[config.mk]
export PLATFORM = sky130hd
export DESIGN_NAME = key_conditioner
export DESIGN_NICKNAME = d
export VERILOG_FILES = /design/src/rtl/gol_pkg.sv /design/src/rtl/key_channel.sv /design/src/rtl/key_conditioner.sv
export SDC_FILE = /design/constraint.sdc
export NUM_CORES = 1
export LEC_CHECK = 0
export ABC_CLOCK_PERIOD_IN_PS = 2600
export BUFFER_PORTS_ARGS = -buffer_cell sky130_fd_sc_hd__clkbuf_2
export CORE_AREA = 2 2 145 147
export DETAILED_ROUTE_END_ITERATION = 8
export DIE_AREA = 0 0 147 149
export PLACE_DENSITY = 0.76
export SLEW_MARGIN = 25
export SYNTH_ARGS = -nofsm -noshare
export SYNTH_HDL_FRONTEND = slang
export SYNTH_SLANG_ARGS = --single-unit
[constraint.sdc]
create_clock -name clk -period 2.6 [get_ports clk]
set_input_delay 0.13 -clock clk [delete_from_list [all_inputs] [get_ports clk]]
set_output_delay 0.13 -clock clk [all_outputs]
set_load 0.02 [all_outputs]
[src/rtl/gol_pkg.sv]
// Shared definitions for the game_of_life input path: key FSM encoding and default timing.
package gol_pkg;

   typedef enum logic [1:0] {
      KC_IDLE,
      KC_HELD_DELAY,
      KC_HELD_REPEAT
   } kc_state_e;

   localparam int unsigned KC_N_KEYS          = 4;
   localparam int unsigned KC_DEBOUNCE_CYCLES = 250000;
   localparam int unsigned KC_REPEAT_DELAY    = 12500000;
   localparam int unsigned KC_REPEAT_PERIOD   = 2500000;
   localparam int unsigned KC_CNT_W           = 24;

endpackage

[src/rtl/key_channel.sv]
// One pushbutton: 2-flop synchroniser, debounce counter, hold/auto-repeat FSM.
module key_channel
   import gol_pkg::*;
#(
   parameter bit          KEY_ACTIVE_LOW  = 1'b1,
   parameter int unsigned DEBOUNCE_CYCLES = KC_DEBOUNCE_CYCLES,
   parameter int unsigned REPEAT_DELAY    = KC_REPEAT_DELAY,
   parameter int unsigned REPEAT_PERIOD   = KC_REPEAT_PERIOD,
   parameter int unsigned CNT_W           = KC_CNT_W
) (
   input  logic clk,
   input  logic reset,
   input  logic raw,
   output logic level,
   output logic press_pulse,
   output logic release_pulse,
   output logic strobe_pulse
);

   localparam logic [CNT_W-1:0] DB_LAST  = CNT_W'(DEBOUNCE_CYCLES - 1);
   localparam logic [CNT_W-1:0] RD_LAST  = CNT_W'(REPEAT_DELAY - 1);
   localparam logic [CNT_W-1:0] RP_LAST  = CNT_W'(REPEAT_PERIOD - 1);
   localparam logic [CNT_W-1:0] CNT_ONE  = CNT_W'(1);

   logic             pressed_raw;
   logic             sync1;
   logic             sync2;
   logic [CNT_W-1:0] db_cnt;
   logic [CNT_W-1:0] rpt_cnt;
   logic             accept;
   kc_state_e        state;

   assign pressed_raw = KEY_ACTIVE_LOW ? ~raw : raw;
   // sync2 has differed from level for DEBOUNCE_CYCLES consecutive cycles
   assign accept      = (sync2 != level) && (db_cnt == DB_LAST);

   always_ff @(posedge clk or negedge reset) begin
      if (!reset) begin
         sync1         <= 1'b0;
         sync2         <= 1'b0;
         db_cnt        <= '0;
         rpt_cnt       <= '0;
         level         <= 1'b0;
         press_pulse   <= 1'b0;
         release_pulse <= 1'b0;
         strobe_pulse  <= 1'b0;
         state         <= KC_IDLE;
      end else begin
         sync1         <= pressed_raw;
         sync2         <= sync1;
         press_pulse   <= 1'b0;
         release_pulse <= 1'b0;
         strobe_pulse  <= 1'b0;

         if ((sync2 == level) || accept) begin
            db_cnt <= '0;
         end else begin
            db_cnt <= db_cnt + CNT_ONE;
         end

         if (accept) begin
            level <= sync2;
         end

         // An accepted release always wins over a coinciding repeat terminal count.
         case (state)
            KC_IDLE: begin
               if (accept && sync2) begin
                  press_pulse  <= 1'b1;
                  strobe_pulse <= 1'b1;
                  rpt_cnt      <= '0;
                  state        <= KC_HELD_DELAY;
               end
            end
            KC_HELD_DELAY: begin
               if (accept) begin
                  release_pulse <= 1'b1;
                  rpt_cnt       <= '0;
                  state         <= KC_IDLE;
               end else if (rpt_cnt == RD_LAST) begin
                  strobe_pulse <= 1'b1;
                  rpt_cnt      <= '0;
                  state        <= KC_HELD_REPEAT;
               end else begin
                  rpt_cnt <= rpt_cnt + CNT_ONE;
               end
            end
            KC_HELD_REPEAT: begin
               if (accept) begin
                  release_pulse <= 1'b1;
                  rpt_cnt       <= '0;
                  state         <= KC_IDLE;
               end else if (rpt_cnt == RP_LAST) begin
                  strobe_pulse <= 1'b1;
                  rpt_cnt      <= '0;
               end else begin
                  rpt_cnt <= rpt_cnt + CNT_ONE;
               end
            end
            default: begin
               rpt_cnt <= '0;
               state   <= KC_IDLE;
            end
         endcase
      end
   end

endmodule

[src/rtl/key_conditioner.sv]
// Conditions N_KEYS raw pushbuttons into clean levels and press/release/repeat strobes.
module key_conditioner
   import gol_pkg::*;
#(
   parameter int unsigned N_KEYS          = KC_N_KEYS,
   parameter bit          KEY_ACTIVE_LOW  = 1'b1,
   parameter int unsigned DEBOUNCE_CYCLES = KC_DEBOUNCE_CYCLES,
   parameter int unsigned REPEAT_DELAY    = KC_REPEAT_DELAY,
   parameter int unsigned REPEAT_PERIOD   = KC_REPEAT_PERIOD,
   parameter int unsigned CNT_W           = KC_CNT_W
) (
   input  logic              clk,
   input  logic              reset,
   input  logic [N_KEYS-1:0] key_raw,
   output logic [N_KEYS-1:0] key_level,
   output logic [N_KEYS-1:0] key_press,
   output logic [N_KEYS-1:0] key_release,
   output logic [N_KEYS-1:0] key_strobe
);

   for (genvar i = 0; i < N_KEYS; i++) begin : g_ch
      key_channel #(
         .KEY_ACTIVE_LOW  (KEY_ACTIVE_LOW),
         .DEBOUNCE_CYCLES (DEBOUNCE_CYCLES),
         .REPEAT_DELAY    (REPEAT_DELAY),
         .REPEAT_PERIOD   (REPEAT_PERIOD),
         .CNT_W           (CNT_W)
      ) u_ch (
         .clk           (clk),
         .reset         (reset),
         .raw           (key_raw[i]),
         .level         (key_level[i]),
         .press_pulse   (key_press[i]),
         .release_pulse (key_release[i]),
         .strobe_pulse  (key_strobe[i])
      );
   end

endmodule

# After elaboration in Yosys (flattened, before gate mapping)
# Cells that the tools add are included.
# classes
mux	84
add_sub_neg	8
n_bitwise	4
n_reduce_logical	24
eq_ne	40
# op_table
cell	count
two-way mux 24 bit	24
case mux 24 bit (3 select lines)	4
adder 24 x 1 -> 24 bit (second input constant)	8
equality test 24 x 18 -> 1 bit (second input constant)	4
equality test 24 x 22 -> 1 bit (second input constant)	4
equality test 24 bit (second input constant)	4
two-way mux 1 bit	32
two-way mux 2 bit	16
case mux 2 bit (3 select lines)	4
inequality test 2 x 1 -> 1 bit (second input constant)	8
inequality test 3 x 1 -> 1 bit (second input constant)	4
case mux 1 bit (3 select lines)	4
AND reduction 3 bit	4
equality test 2 x 1 -> 1 bit (second input constant)	4
equality test 2 bit (second input constant)	4
logical AND 1 bit	8
logical NOT 2 bit	4
OR reduction 2 bit	4
equality test 1 bit	4
logical OR 1 bit	4
inequality test 1 bit	4
inverter 1 bit	4
# totals
in_bits	6
out_inout_bits	16
wordCells	196
ff_bits	224

# Depth between registers and ports, before layout
# logic_depth
ltp_word	5
mapped_depth	9
ltp_nobuf	7

# Modules after synthesis
# Synthesis repeated with hierarchy kept, for this count alone.
# hier_totals
hier_cells	1334
hier_area_um2	12271.8
# modules_own_cells
module	instances	cells_per_inst	seq_area_each_um2	area_each_um2
key_channel at g_ch[0].u_ch ...	3	330	1401.3	3049.2
key_channel at g_ch[3].u_ch	1	344	1401.3	3124.2

# Least setup slack after synthesis
# No wires, ideal clock.
# synth_path
kind	register -> register
start	register g_ch[1].u_ch.db_cnt[0]
end	register g_ch[1].u_ch.rpt_cnt[16]
stages_incl_launch_ff	10
path_buffers	2
synth_period_minus_slack_ps	2269
setup_slack_ps	331
setup_ps	124
arrival_ps	2145
required_ps	2476
path_cell_list	dfrtp_1 > ha_1 > and3_1 > nand3_1 > or4b_1 > clkbuf_2 > o2111ai_2 > buf_4 > nor3_1 > a211o_1
# synth_between
elab_chain_len	4
elab_cells_between_ends	7
classes_between	eq/ne (2); mux (3); reduce/logical (2)
# synth_rtl
element	line	source
start: declaration	key_channel.sv:28	logic [CNT_W-1:0] db_cnt;
start signal: assignment	key_channel.sv:58	db_cnt <= db_cnt + CNT_ONE;
equality test 24 x 18 -> 1 bit *	key_channel.sv:35	assign accept = (sync2 != level) && (db_cnt == DB_LAST);
logical AND 1 bit *	key_channel.sv:35	
two-way mux 24 bit, or another cell as far along	key_channel.sv:89	if (accept) begin
case mux 24 bit (3 select lines) or inequality test 2 x 1 -> 1 bit (tied branches)	-	
end signal: assignment	key_channel.sv:85	rpt_cnt <= rpt_cnt + CNT_ONE;
end signal: assignment	key_channel.sv:97	rpt_cnt <= rpt_cnt + CNT_ONE;
end: declaration	key_channel.sv:29	logic [CNT_W-1:0] rpt_cnt;
# Every way passes the cells marked *; elsewhere a longest branch is shown, timed or not.
# A chain may end at the register's enable or synchronous reset.

# Worst setup path after layout
# layout_path
start	register g_ch[0].u_ch.rpt_cnt[14]
end	register g_ch[0].u_ch.rpt_cnt[5]
# layout_between
elab_chain_len	4
elab_cells_between_ends	7
classes_between	eq/ne (2); mux (5)
# layout_rtl
element	line	source
start: declaration	key_channel.sv:29	
start signal: assignment	key_channel.sv:85	
start signal: assignment	key_channel.sv:97	
equality test 24 x 22 -> 1 bit or equality test 24 bit (tied branches)	key_channel.sv:93, key_channel.sv:80	
two-way mux 24 bit, on equally long branches	key_channel.sv:93, key_channel.sv:80	
two-way mux 24 bit, on equally long branches	key_channel.sv:89, key_channel.sv:76	
case mux 24 bit (3 select lines) *	key_channel.sv:66	case (state)
# Marked as above.

==> metrics <==
Clock Sinks 224; Synth Warn # 0; status finished clean; Initial Util 0.584; endpoints failing setup 0; layout cells sized above 1 0.0853; post-synth top area cell dfrtp_1; # Max-Cap Violations 0; drc violations 0; syn avg cell area 9.13 um2; RR Endpoint g_ch[0].u_ch.rpt_cnt[5]; synthesis-to-layout area growth 11.3%; Clk pin slew, worst setup/hold paths 60 ps; critical path fanouts, max 10; RR Startpoint g_ch[0].u_ch.rpt_cnt[14]; crit share post-route 0.941; Gate Count Post-Synth 1315; flop2flop setup slack 150 ps; CP Depth 7; Total Die Area 0.0219 mm2; Syn Std Cell Area 0.0120 mm2; Pins Over Slew Limit 0; Fmax 409 MHz; number of enable flip-flop cells after synthesis 0; first-pass GRT wire length 42300 um; Port-buffer cells 21; vias in the first global route 9324; # diodes 0; Post-Syn Nets 1345; grt ovf 0; CP delay by family, top simple AND/OR/NAND/NOR gates; power share of the clock group 0.493; main flop type after synthesis dfrtp_1; Crit path buffers/inverters 1; Hold Crit Class in -> async; Synth area leaders dfrtp_1, nand3_1, nor2_1; vias per cell 5.92; Async S/R FF share, synth 1.00; Peak VDD IR 0.531 mV; most common cell after layout, fill and taps aside dfrtp_1; gpl congestion 0.858; most frequent cells in the layout dfrtp_1, nor2_1, nand3_1, nand2_1, o21ai_0; Final Routed Wirelength 24300 um; via count 9687; RSZ-0062 raised after global routing no; # H-tree levels 1; Antenna Nets Post-Route 0; critical path cell sequence or4b_1, nor3_1, a21boi_1, o211ai_2, buf_4, nor4_1, a21o_1; Sw Ratio 0.209; Seq/Total Area, Yosys 0.467; Max clock buf depth 3; Worst Hold Slack 132 ps; Detailed Place HPWL 16100 um; Psw 1520 uW; row count 53; Worst-Margin Slew 590 ps; PD cells 542 mW/mm2; Pre-Repair DR Iteration Count 5; Pint 5730 uW; clk_skew 13.2 ps; Gate power share 0.021; Synth top area share 0.467; CTS tree yes; Final Hold Viols 0; CTS buffer count 25; Die Height 149 um; largest net degree at the start of global routing 75; Synth cell types 68; relative slew slack 0.603; Crit-path slowest cell or4b_1; initial antenna violation count 0; Chip Width 147 um; Worst Path Arrival 2860 ps; r2r worst-path depth 7; Static Leak 0.00585 uW; Filler cells 1664; GRT Resource Usage Total 0.224; startpoint types register; Tmin final 2450 ps; Root Driver clkbuf_16; CP Capture Type register; number of synthesized register bits 224; CP peak stage delay 540 ps; core area 0.0206 mm2; WP data required 3020 ps; TNS Setup 0 ps; critical path type reg -> reg; Skew-Pair Late Insertion Delay 520 ps; Reg power frac 0.486; Nets 1373; IO Pins 22; WL per Instance 14.9 um; initial DRC count 510
cell families (layout without fill, tap and decap cells):
kind of cell / after synthesis / in the layout / share of synthesized area
mux: 4 / 4 / 0.00375
buf+inv: 104 / 149 / 0.0397
simple gates: 686 / 686 / 0.297
flops: 224 / 224 / 0.467
xor+xnor: 86 / 86 / 0.0627
fa+ha+maj: 24 / 24 / 0.0250
compound gates: 187 / 187 / 0.106
stage by stage:
| step | utilization | setup slack (ps) | cells | total power (uW) | area [um2] |
|---|---|---|---|---|---|
| 5_1_grt | 0.650 | 14.2 | 1635 | 7490 | 13400 |
| 6_report | 0.650 | 153 | 1635 | 7250 | 13400 |
| 2_1_floorplan | - | 331 | 1315 | 3640 | 12000 |
| 3_5_place_dp | 0.607 | 156 | 1585 | 3740 | 12500 |
| 3_3_place_gp | 0.607 | 190 | 1585 | 3730 | 12500 |
| 4_1_cts | 0.650 | 143 | 1634 | 7340 | 13400 |
state kept, by name, summed over array words and instances, names as in the netlist:
name and flops:
g_ch.u_ch.state 8, g_ch.u_ch.release_pulse 4, g_ch.u_ch.press_pulse 4, g_ch.u_ch.sync1 4, g_ch.u_ch.rpt_cnt 96, g_ch.u_ch.strobe_pulse 4, g_ch.u_ch.level 4, g_ch.u_ch.db_cnt 96
g_ch.u_ch.sync2 4
cells in the mapped netlist (all sizes together) (6+ instances only):
cell,n
clkbuf,36
a21o,19
a21oi,38
or3,46
inv,41
nand2b,6
a211o,9
nor4bb,9
nand4,50
nor3b,11
xor2,46
nor4,30
nor3,26
dfrtp,224
o21ai,60
or4,8
o211ai,6
nand3,138
ha,24
nor2,139
xnor2,40
o311ai,21
and4,15
and3,43
and2,12
nand2,131
buf,27
worst max path at each step:
| stage | start | to | slack, ps |
|---|---|---|---|
| after floorplan | g_ch[1].u_ch.db_cnt[0] | g_ch[1].u_ch.rpt_cnt[16] | 330 |
| after global placement | g_ch[0].u_ch.rpt_cnt[14] | g_ch[0].u_ch.rpt_cnt[22] | 190 |
| after detailed placement | g_ch[0].u_ch.rpt_cnt[14] | g_ch[0].u_ch.rpt_cnt[22] | 160 |
| after CTS | g_ch[0].u_ch.rpt_cnt[14] | g_ch[0].u_ch.rpt_cnt[22] | 140 |
| after global routing | g_ch[3].u_ch.rpt_cnt[0] | g_ch[3].u_ch.rpt_cnt[5] | 10 |
| final | g_ch[0].u_ch.rpt_cnt[14] | g_ch[0].u_ch.rpt_cnt[5] | 150 |
power by group through the flow:
stage               sequential [uW]  clock [uW]  combinational [uW]
detailed placement             3590           0                 150
finish                         3520        3580                 150
floorplan                      3580           0                53.6
global placement               3590           0                 148
CTS                            3520        3650                 157
global route                   3530        3780                 177
area by class of cell:
class                   instances  area [um2]  area share
multi-input cells             987        5940       0.444
flip-flops and latches        224        5610       0.419
clock buffers                  38         754      0.0565
repair buffers                 64         488      0.0365
well taps                     275         344      0.0257
inverters                      41         154      0.0115
clock inverters                 6        83.8     0.00627
routing by layer:
layer | part of all wire | GRT usage | routed length [um]
met1 | 0.48 | 0.309 | 11600
met2 | 0.47 | 0.383 | 11400
met3 | 0.039 | 0.0275 | 940
met4 | 0.016 | 0.0553 | 398
met5 | 0 | 0 | 0
worst reg2reg max path: cells and delay by family (launching register included):
family | cells | cell delay (ps)
and+or+nand+nor | 3 | 970
AOI/OAI and AO/OA | 3 | 690
DFF | 1 | 440
buffers and inverters | 1 | 230
what timing repair did:
action	4_1_cts	5_1_grt
gates resized for setup	0	1
hold buffers	5	0
setup buffers	0	1
setup endpoints to repair	0	10
endpoints found under the hold margin	58	0
Note: power is estimated with default switching activity, not from simulation.
